### src/rtl/render_pkg.sv
// Shared ray-tracer render types: 16.16 fixed-point distances, colours, vectors
// and the scheduler state encoding.
package render_pkg;

  typedef logic [31:0] fixed_real;
  typedef logic [23:0] color;

  typedef struct packed {
    fixed_real x;
    fixed_real y;
    fixed_real z;
  } vector;

  // Farthest distance a hit may have; anything at or beyond it counts as a miss.
  localparam fixed_real T_MAX_DEFAULT = 32'h0100_0000;

  typedef enum logic [2:0] {
    IDLE,
    RAY_WAIT,
    ISSUE,
    WAIT_RESP,
    WRITE,
    ADVANCE
  } sched_state_e;

endpackage

### src/rtl/closest_hit_tracker.sv
// Remembers the nearest sphere hit for the pixel being rendered.
// An update only lands when the new distance is strictly closer.
module closest_hit_tracker
  import render_pkg::*;
#(
  parameter int        IW    = 2,
  parameter fixed_real T_MAX = T_MAX_DEFAULT
) (
  input  logic          clk_i,
  input  logic          rst_ni,
  input  logic          clear_i,
  input  logic          update_i,
  input  fixed_real     tnew_i,
  input  logic [IW-1:0] idx_i,
  output fixed_real     tbest_o,
  output logic [IW-1:0] best_idx_o,
  output logic          hit_o
);

  fixed_real     tbest_q;
  logic [IW-1:0] best_idx_q;
  logic          hit_q;

  // Strict compare means an equal distance from a later sphere loses the tie.
  always_ff @(posedge clk_i or negedge rst_ni) begin
    if (!rst_ni) begin
      tbest_q    <= T_MAX;
      best_idx_q <= '0;
      hit_q      <= 1'b0;
    end else if (clear_i) begin
      tbest_q    <= T_MAX;
      best_idx_q <= '0;
      hit_q      <= 1'b0;
    end else if (update_i && (tnew_i < tbest_q)) begin
      tbest_q    <= tnew_i;
      best_idx_q <= idx_i;
      hit_q      <= 1'b1;
    end
  end

  assign tbest_o    = tbest_q;
  assign best_idx_o = best_idx_q;
  assign hit_o      = hit_q;

endmodule

### src/rtl/multi_sphere_scheduler.sv
// Per-pixel render sequencer: rasters the frame, queries the collision unit once
// per sphere and writes the closest sphere's colour (or background) per pixel.
module multi_sphere_scheduler
  import render_pkg::*;
#(
  parameter int        H_RES     = 640,
  parameter int        V_RES     = 480,
  parameter int        N_SPHERES = 4,
  parameter int        RAY_LAT   = 2,
  parameter fixed_real T_MAX     = T_MAX_DEFAULT,
  parameter color      BG_COLOR  = 24'h000000,
  parameter int        XW        = 10,
  parameter int        YW        = 10,
  localparam int       IW        = (N_SPHERES > 1) ? $clog2(N_SPHERES) : 1
) (
  input  logic                   Clk,
  input  logic                   Reset_n,
  input  logic                   start,
  input  logic                   abort,
  input  logic [N_SPHERES*24-1:0] sph_col,
  output logic                   ct_req,
  output logic [IW-1:0]          ct_idx,
  output fixed_real              ct_tbest,
  input  logic                   ct_valid,
  input  logic                   ct_collide,
  input  fixed_real              ct_tnew,
  output logic [XW-1:0]          WriteX,
  output logic [YW-1:0]          WriteY,
  output logic                   fb_we,
  output color                   WriteColor,
  output logic                   busy,
  output logic                   frame_done
);

  localparam int            CW       = (RAY_LAT > 0) ? $clog2(RAY_LAT + 1) : 1;
  localparam logic [IW-1:0] LAST_IDX = IW'(N_SPHERES - 1);
  localparam logic [XW-1:0] X_LAST   = XW'(H_RES - 1);
  localparam logic [YW-1:0] Y_LAST   = YW'(V_RES - 1);

  sched_state_e  state_q;
  logic [CW-1:0] cnt_q;
  logic [XW-1:0] x_q;
  logic [YW-1:0] y_q;
  logic          req_q;
  logic [IW-1:0] idx_q;
  fixed_real     ct_tbest_q;
  logic          we_q;
  color          color_q;
  logic          busy_q;
  logic          done_q;

  fixed_real     tbest;
  logic [IW-1:0] best_idx;
  logic          hit;
  logic          trk_clear;
  logic          trk_update;
  color          best_col;

  assign trk_clear  = (state_q == RAY_WAIT) && (cnt_q == '0);
  assign trk_update = (state_q == WAIT_RESP) && ct_valid && ct_collide && !abort;
  assign best_col   = sph_col[24*int'(best_idx) +: 24];

  closest_hit_tracker #(
    .IW    (IW),
    .T_MAX (T_MAX)
  ) u_tracker (
    .clk_i      (Clk),
    .rst_ni     (Reset_n),
    .clear_i    (trk_clear),
    .update_i   (trk_update),
    .tnew_i     (ct_tnew),
    .idx_i      (idx_q),
    .tbest_o    (tbest),
    .best_idx_o (best_idx),
    .hit_o      (hit)
  );

  // fb_we and frame_done default low so each is a single-cycle pulse.
  always_ff @(posedge Clk or negedge Reset_n) begin
    if (!Reset_n) begin
      state_q    <= IDLE;
      cnt_q      <= '0;
      x_q        <= '0;
      y_q        <= '0;
      req_q      <= 1'b0;
      idx_q      <= '0;
      ct_tbest_q <= '0;
      we_q       <= 1'b0;
      color_q    <= '0;
      busy_q     <= 1'b0;
      done_q     <= 1'b0;
    end else begin
      we_q   <= 1'b0;
      done_q <= 1'b0;
      if (abort && (state_q != IDLE)) begin
        state_q <= IDLE;
        req_q   <= 1'b0;
        busy_q  <= 1'b0;
      end else begin
        case (state_q)
          IDLE: begin
            if (start && !abort) begin
              x_q     <= '0;
              y_q     <= '0;
              cnt_q   <= CW'(RAY_LAT);
              busy_q  <= 1'b1;
              state_q <= RAY_WAIT;
            end
          end
          RAY_WAIT: begin
            if (cnt_q == '0) begin
              idx_q   <= '0;
              state_q <= ISSUE;
            end else begin
              cnt_q <= cnt_q - 1'b1;
            end
          end
          ISSUE: begin
            req_q      <= 1'b1;
            ct_tbest_q <= tbest;
            state_q    <= WAIT_RESP;
          end
          WAIT_RESP: begin
            if (ct_valid) begin
              req_q <= 1'b0;
              if (idx_q == LAST_IDX) begin
                state_q <= WRITE;
              end else begin
                idx_q   <= idx_q + 1'b1;
                state_q <= ISSUE;
              end
            end
          end
          WRITE: begin
            we_q    <= 1'b1;
            color_q <= hit ? best_col : BG_COLOR;
            state_q <= ADVANCE;
          end
          ADVANCE: begin
            state_q <= RAY_WAIT;
            cnt_q   <= CW'(RAY_LAT);
            if (x_q < X_LAST) begin
              x_q <= x_q + 1'b1;
            end else begin
              x_q <= '0;
              if (y_q < Y_LAST) begin
                y_q <= y_q + 1'b1;
              end else begin
                y_q     <= '0;
                done_q  <= 1'b1;
                busy_q  <= 1'b0;
                state_q <= IDLE;
              end
            end
          end
          default: state_q <= IDLE;
        endcase
      end
    end
  end

  assign ct_req     = req_q;
  assign ct_idx     = idx_q;
  assign ct_tbest   = ct_tbest_q;
  assign WriteX     = x_q;
  assign WriteY     = y_q;
  assign fb_we      = we_q;
  assign WriteColor = color_q;
  assign busy       = busy_q;
  assign frame_done = done_q;

endmodule

### config.mk
export PLATFORM = sky130hd
export DESIGN_NAME = multi_sphere_scheduler
export DESIGN_NICKNAME = d
export VERILOG_FILES = /design/src/rtl/render_pkg.sv /design/src/rtl/closest_hit_tracker.sv /design/src/rtl/multi_sphere_scheduler.sv
export SDC_FILE = /design/constraint.sdc
export NUM_CORES = 1
export LEC_CHECK = 0
export CAP_MARGIN = 20
export CORE_MARGIN = 1.5
export CORE_UTILIZATION = 25
export CTS_BUF_LIST = sky130_fd_sc_hd__clkbuf_8
export DETAILED_ROUTE_END_ITERATION = 10
export GPL_ROUTABILITY_DRIVEN = 0
export PLACE_DENSITY_LB_ADDON = 0.2
export SKIP_CTS_REPAIR_TIMING = 1
export SYNTH_ARGS = -nofsm -noshare
export SYNTH_HDL_FRONTEND = slang
export SYNTH_SLANG_ARGS = --single-unit
### constraint.sdc
create_clock -name Clk -period 3.9 [get_ports Clk]
set_input_delay 0.585 -clock Clk [delete_from_list [all_inputs] [get_ports Clk]]
set_output_delay 0.585 -clock Clk [all_outputs]
set_load 0.05 [all_outputs]
### Word-level counts from Yosys, hierarchy flattened

Index checks and enable logic that the tools add are counted.

* register bits after elaboration: 122
* input port bits: 134
* logic and storage cells: 109

* add/sub/neg operators: 4
* multipliers: 1
* order comparisons: 3
* equal/unequal tests: 17
* shift operators: 1
* muxes and demuxes: 42
* bitwise operators: 1
* reductions and logical operators: 26

Operators by type and width (count)
* 96-bit by 8-bit variable part select with 24-bit output: 1
* 32-bit two-way mux: 2
* 10-bit two-way mux: 4
* 10-bit one-hot mux with 2 select lines: 2
* 32-bit less-than comparator: 1
* 24-bit two-way mux: 1
* 10-bit by 1-bit adder with 10-bit output, second input constant: 2
* 3-bit one-hot mux with 6 select lines: 1
* 1-bit two-way mux: 16
* 3-bit two-way mux: 5
* 2-bit two-way mux: 7
* 4-bit AND reduction: 3
* 3-bit nonzero test: 4
* 10-bit less-than comparator, second input constant: 1
* 10-bit by 9-bit less-than comparator with 1-bit output, second input constant: 1
* 2-bit != test, second input constant: 5
* 3-bit != test, second input constant: 3
* 1-bit logical AND: 7
* 3-bit by 2-bit equality test with 1-bit output, second input constant: 2
* 3-bit equality test, second input constant: 2
* 2-bit one-hot mux with 3 select lines: 1
* 2-bit AND reduction: 3
* 3-bit AND reduction: 2
* 2-bit nonzero test: 3
* other kinds (15): 16

### Depth between registers and ports, before layout

* depth after elaboration: 7
* gate-level depth with buffers: 9
* depth with buffers taken out: 8

### Hierarchy

A second synthesis with hierarchy kept.

* cells, all modules: 595
* area, all modules: 6979.2 um^2

By module, submodules not included
* multi_sphere_scheduler: times used 1, cells each 340, area each 4416.7 um^2, sequential area each 2177.1 um^2
* closest_hit_tracker: times used 1, cells each 255, area each 2562.5 um^2, sequential area each 877.1 um^2

### Worst setup path after synthesis

Ideal clock, no wire load.

* path type: input to register
* start point: input port ct_tnew[23]
* end point: register u_tracker.tbest_q[10], in the netlist u_tracker.tbest_o[10]
* arrival: 2.490 ns
* data required time: 3.775 ns
* path slack: 1.285 ns
* cell stages on the path: 8
* buffers on the path: 1
* cells stage by stage: ha_1 -> a21oi_1 -> o21ai_0 -> a2111oi_4 -> o211ai_1 -> a31oi_4 -> buf_12 -> mux2_4

* word-level cells in the longest chain between the ends: 3

Ends and longest elaborated chain
* start: declaration: RTL line multi_sphere_scheduler.sv:26 `input fixed_real ct_tnew,`
* 32-bit less-than comparator: RTL line closest_hit_tracker.sv:34 `end else if (update_i && (tnew_i < tbest_q)) begin`
* 1-bit logical AND: RTL line closest_hit_tracker.sv:34
* 2-bit nonzero test (no source line)
* end signal: assignment: RTL line closest_hit_tracker.sv:35 `tbest_q <= tnew_i;`
* end: declaration: RTL line closest_hit_tracker.sv:20 `fixed_real tbest_q;`

No other way between the ends.
A chain may end at the register's enable or synchronous reset.

### Final worst setup path

* start point: input port ct_tnew[7]
* end point: register u_tracker.tbest_q[17], in the netlist u_tracker.tbest_o[17]

The elaborated chain is that of the path after synthesis.

==> results by group <==
Timing
  • Final setup viols: 0
  • Slew Viols, Final: 0
  • Worst-margin pin slew: 0.9987 ns
  • Hold Vio Cnt, Final: 0
  • Unrepaired setup endpoints after global routing: false
  • Setup_tns: 0 ns
  • Fin crit share: 0.7165
  • Worst Clk Skew: 0.01447 ns
  • Achievable frequency: 0.3579 GHz
  • Post-layout min period: 2.794 ns
  • Slew margin rel.: 0.3342

Critical path
  • Worst setup EP type: flop
  • Reg2reg start: u_tracker.tbest_o[5]$_DFFE_PN0P_
  • Crit Path Class: in2reg
  • R2R Setup Slk: 1.31 ns
  • Cell count of the worst reg-to-reg path: 9
  • FF-to-FF End: u_tracker.tbest_o[17]$_DFFE_PN0P_
  • Startpoint types: primary input
  • CP Data Required Time: 4.23 ns
  • Data arrival, critical path: 3.12 ns
  • Largest fanout on the critical path: 27

Worst hold path
  • HP Class: in2async

Global route
  • GRT overflow: 0
  • Largest net degree at the start of global routing: 103
  • First-pass GRT wire length: 29,970 um
  • Vias in the first global route: 5,366
  • Aggregate global-route resource usage: 0.1371
  • Initial antenna violation count: 0

CTS
  • Insertion delay of the later-clocked pin in the worst-skew pair: 0.44 ns
  • Clk buf depth: 2
  • CTS tree: built
  • Cts bufs inserted: 17
  • Clock-pin slew on the worst setup and hold paths: 0.08 ns
  • TritonCTS Sinks: 122
  • CTS H-tree lvls: 4
  • Root Buffer: clkbuf_8

Route
  • Iter 0 DRT Violations: 268
  • Routed via count: 5,170
  • Number of remaining DRC errors: 25
  • Drt wl/cell: 16.77 um
  • Vias per cell: 4.587
  • DRT Pass-1 Iters: 10
  • Drt total wl: 18,900 um
  • Post-route ant nets: 0

Cells and area
  • Share of post-route cells with drive strength above 1: 0.1818
  • Syn-to-layout area delta: 43.74%
  • Antenna Cells: 0
  • Commonest non-fill, non-tap cell in the layout: clkdlybuf4s50_1
  • Commonest cells after routing, fill and taps aside: clkdlybuf4s50_1 (214), dfrtp_1 (120), inv_1 (46), a21oi_1 (45), mux2_2 (37)
  • Final #Nets: 948
  • Final instance area: 9638 um2

Power
  • Clk pwr share: 0.291
  • P per Cell Area: 416.0 nW/um2
  • Net Sw Frac: 0.3443
  • Power share of the sequential group: 0.391
  • Comb power frac: 0.318
  • Worst vdd ir: 243.9 uV
  • Power Internal: 2629 uW
  • Psw: 1381 uW
  • Leak: 0.004056 uW

Floorplan
  • Die area: 27,810 um2
  • Initial Util: 0.2559
  • Io pins: 216
  • Row count: 59
  • Die Ht: 166.8 um
  • Core footprint: 26,210 um2
  • Die X: 166.8 um

Logic synthesis
  • Sequential share of the synthesized area: 0.4555
  • Syn. warnings: 0
  • Mean Syn Cell Area: 11.87 um2
  • Area of the mapped netlist: 6705 um2
  • Mapped Nets: 734
  • Number of synthesized flops with an enable pin: 0
  • Synth async-reset ratio: 1.000
  • Main synth FF type: dfrtp_1
  • Syn Inst Count: 565
  • FF+latch count, synth: 122
  • Synth cell types: 60

Run status
  • Violated checks: design-rule violations
  • Status: finished with violations

Place
  • Post-DP HPWL: 13,340 um
  • Port Buffer Count: 215
  • Placed cell area: 9210 um2

Run
  • Max Cap Viol: 0
worst max-delay path, stage by stage:
cell	delay (ns)
clkdlybuf4s50_1	0.45
ha_1	0.32
and2_1	0.18
a221oi_1	0.31
o31ai_1	0.15
a31o_1	0.28
a31oi_4	0.22
buf_12	0.25
mux2_2	0.36
synthesized netlist by cell type, types with 2 or more instances:
| master | n | share of area |
|---|---|---|
| a31oi_1 | 6 | 0.0056 |
| and2_1 | 4 | 0.0037 |
| nor2b_1 | 7 | 0.0065 |
| a21oi_1 | 45 | 0.034 |
| nand2b_1 | 4 | 0.0037 |
| a22o_1 | 25 | 0.033 |
| buf_12 | 3 | 0.0090 |
| nor3_1 | 8 | 0.0060 |
| or3_1 | 2 | 0.0019 |
| mux2_4 | 26 | 0.058 |
| o31ai_1 | 8 | 0.0090 |
| clkbuf_1 | 23 | 0.013 |
| o41ai_1 | 3 | 0.0039 |
| xnor2_1 | 3 | 0.0039 |
| nand2_1 | 28 | 0.016 |
| a211oi_1 | 2 | 0.0022 |
| mux2i_1 | 3 | 0.0045 |
| mux2_2 | 37 | 0.062 |
| nor2_1 | 24 | 0.013 |
| a41o_1 | 2 | 0.0030 |
| dfrtp_1 | 121 | 0.45 |
| buf_2 | 3 | 0.0022 |
| inv_1 | 43 | 0.024 |
| a21o_1 | 5 | 0.0056 |
| xor2_1 | 3 | 0.0039 |
| nand4_1 | 3 | 0.0028 |
| ha_1 | 35 | 0.065 |
| or2_2 | 2 | 0.0019 |
| mux4_2 | 24 | 0.081 |
| buf_1 | 3 | 0.0017 |
| nand3b_1 | 2 | 0.0022 |
| o21ai_0 | 21 | 0.016 |
| nand3_1 | 10 | 0.0075 |
through the flow:
stage	setup slack, ns	hold WS [ns]	power, uW	util	cells
after global routing	0.9838	0.3130	4258	0.3678	1127
after floorplan	1.285	0.2894	2363	-	565
final	1.106	0.2640	4009	0.3678	1127
after global placement	0.6783	0.4616	2874	0.3514	1094
after CTS	1.124	0.2976	4072	0.3667	1126
after detailed placement	0.6265	0.4709	2858	0.3514	1094
worst max path at each step:
stage,cells past startpoint,from,slack (ns),endpoint
2_1_floorplan,8,ct_tnew[23],1.28,u_tracker.tbest_o[10]$_DFFE_PN0P_
3_3_place_gp,9,ct_tnew[21],0.68,u_tracker.tbest_o[17]$_DFFE_PN0P_
3_5_place_dp,9,ct_tnew[7],0.63,u_tracker.tbest_o[17]$_DFFE_PN0P_
4_1_cts,9,ct_tnew[7],1.12,u_tracker.tbest_o[17]$_DFFE_PN0P_
5_1_grt,9,ct_tnew[21],0.98,u_tracker.tbest_o[17]$_DFFE_PN0P_
6_report,9,ct_tnew[7],1.11,u_tracker.tbest_o[17]$_DFFE_PN0P_
area by class of cell:
cell class / instances / area, um2
clock inverters: 12 / 125.1
flip-flops and latches: 122 / 3055
clock buffers: 20 / 275.3
repair buffers: 228 / 2283
fillers: 2600 / 16570
multi-input cells: 367 / 3318
well taps: 335 / 419.2
inverters: 43 / 161.4
kinds of logic after synthesis:
kind of cell / synth area share
fa+ha+maj: 0.06531
xor+xnor: 0.007839
mux: 0.2054
flops: 0.4555
simple gates: 0.07744
compound gates: 0.1370
buf+inv: 0.05150
registers in the layout (all words and copies together), names as in the netlist, 3 cells and up:
name / flops
ct_tbest: 32
u_tracker.tbest_o: 32
WriteColor: 24
WriteX: 10
WriteY: 10
state_q: 3
metal layers:
layer | track usage | up-vias | part of all wire
li1 | - | 2513 | -
met1 | 0.1779 | 2498 | 0.46
met2 | 0.2216 | 152 | 0.47
met3 | 0.04729 | 7 | 0.070
met4 | 0.02727 | 0 | 0.0052
met5 | 0 | - | 0
power groups by stage:
stage               Combinational (uW)  Clock [uW]  Sequential, uW
floorplan                          767           0            1600
global placement                  1240           0            1630
detailed placement                1230           0            1630
CTS                               1240        1230            1600
global route                      1380        1270            1600
finish                            1270        1170            1570
Power figures use the tool's default switching activity.
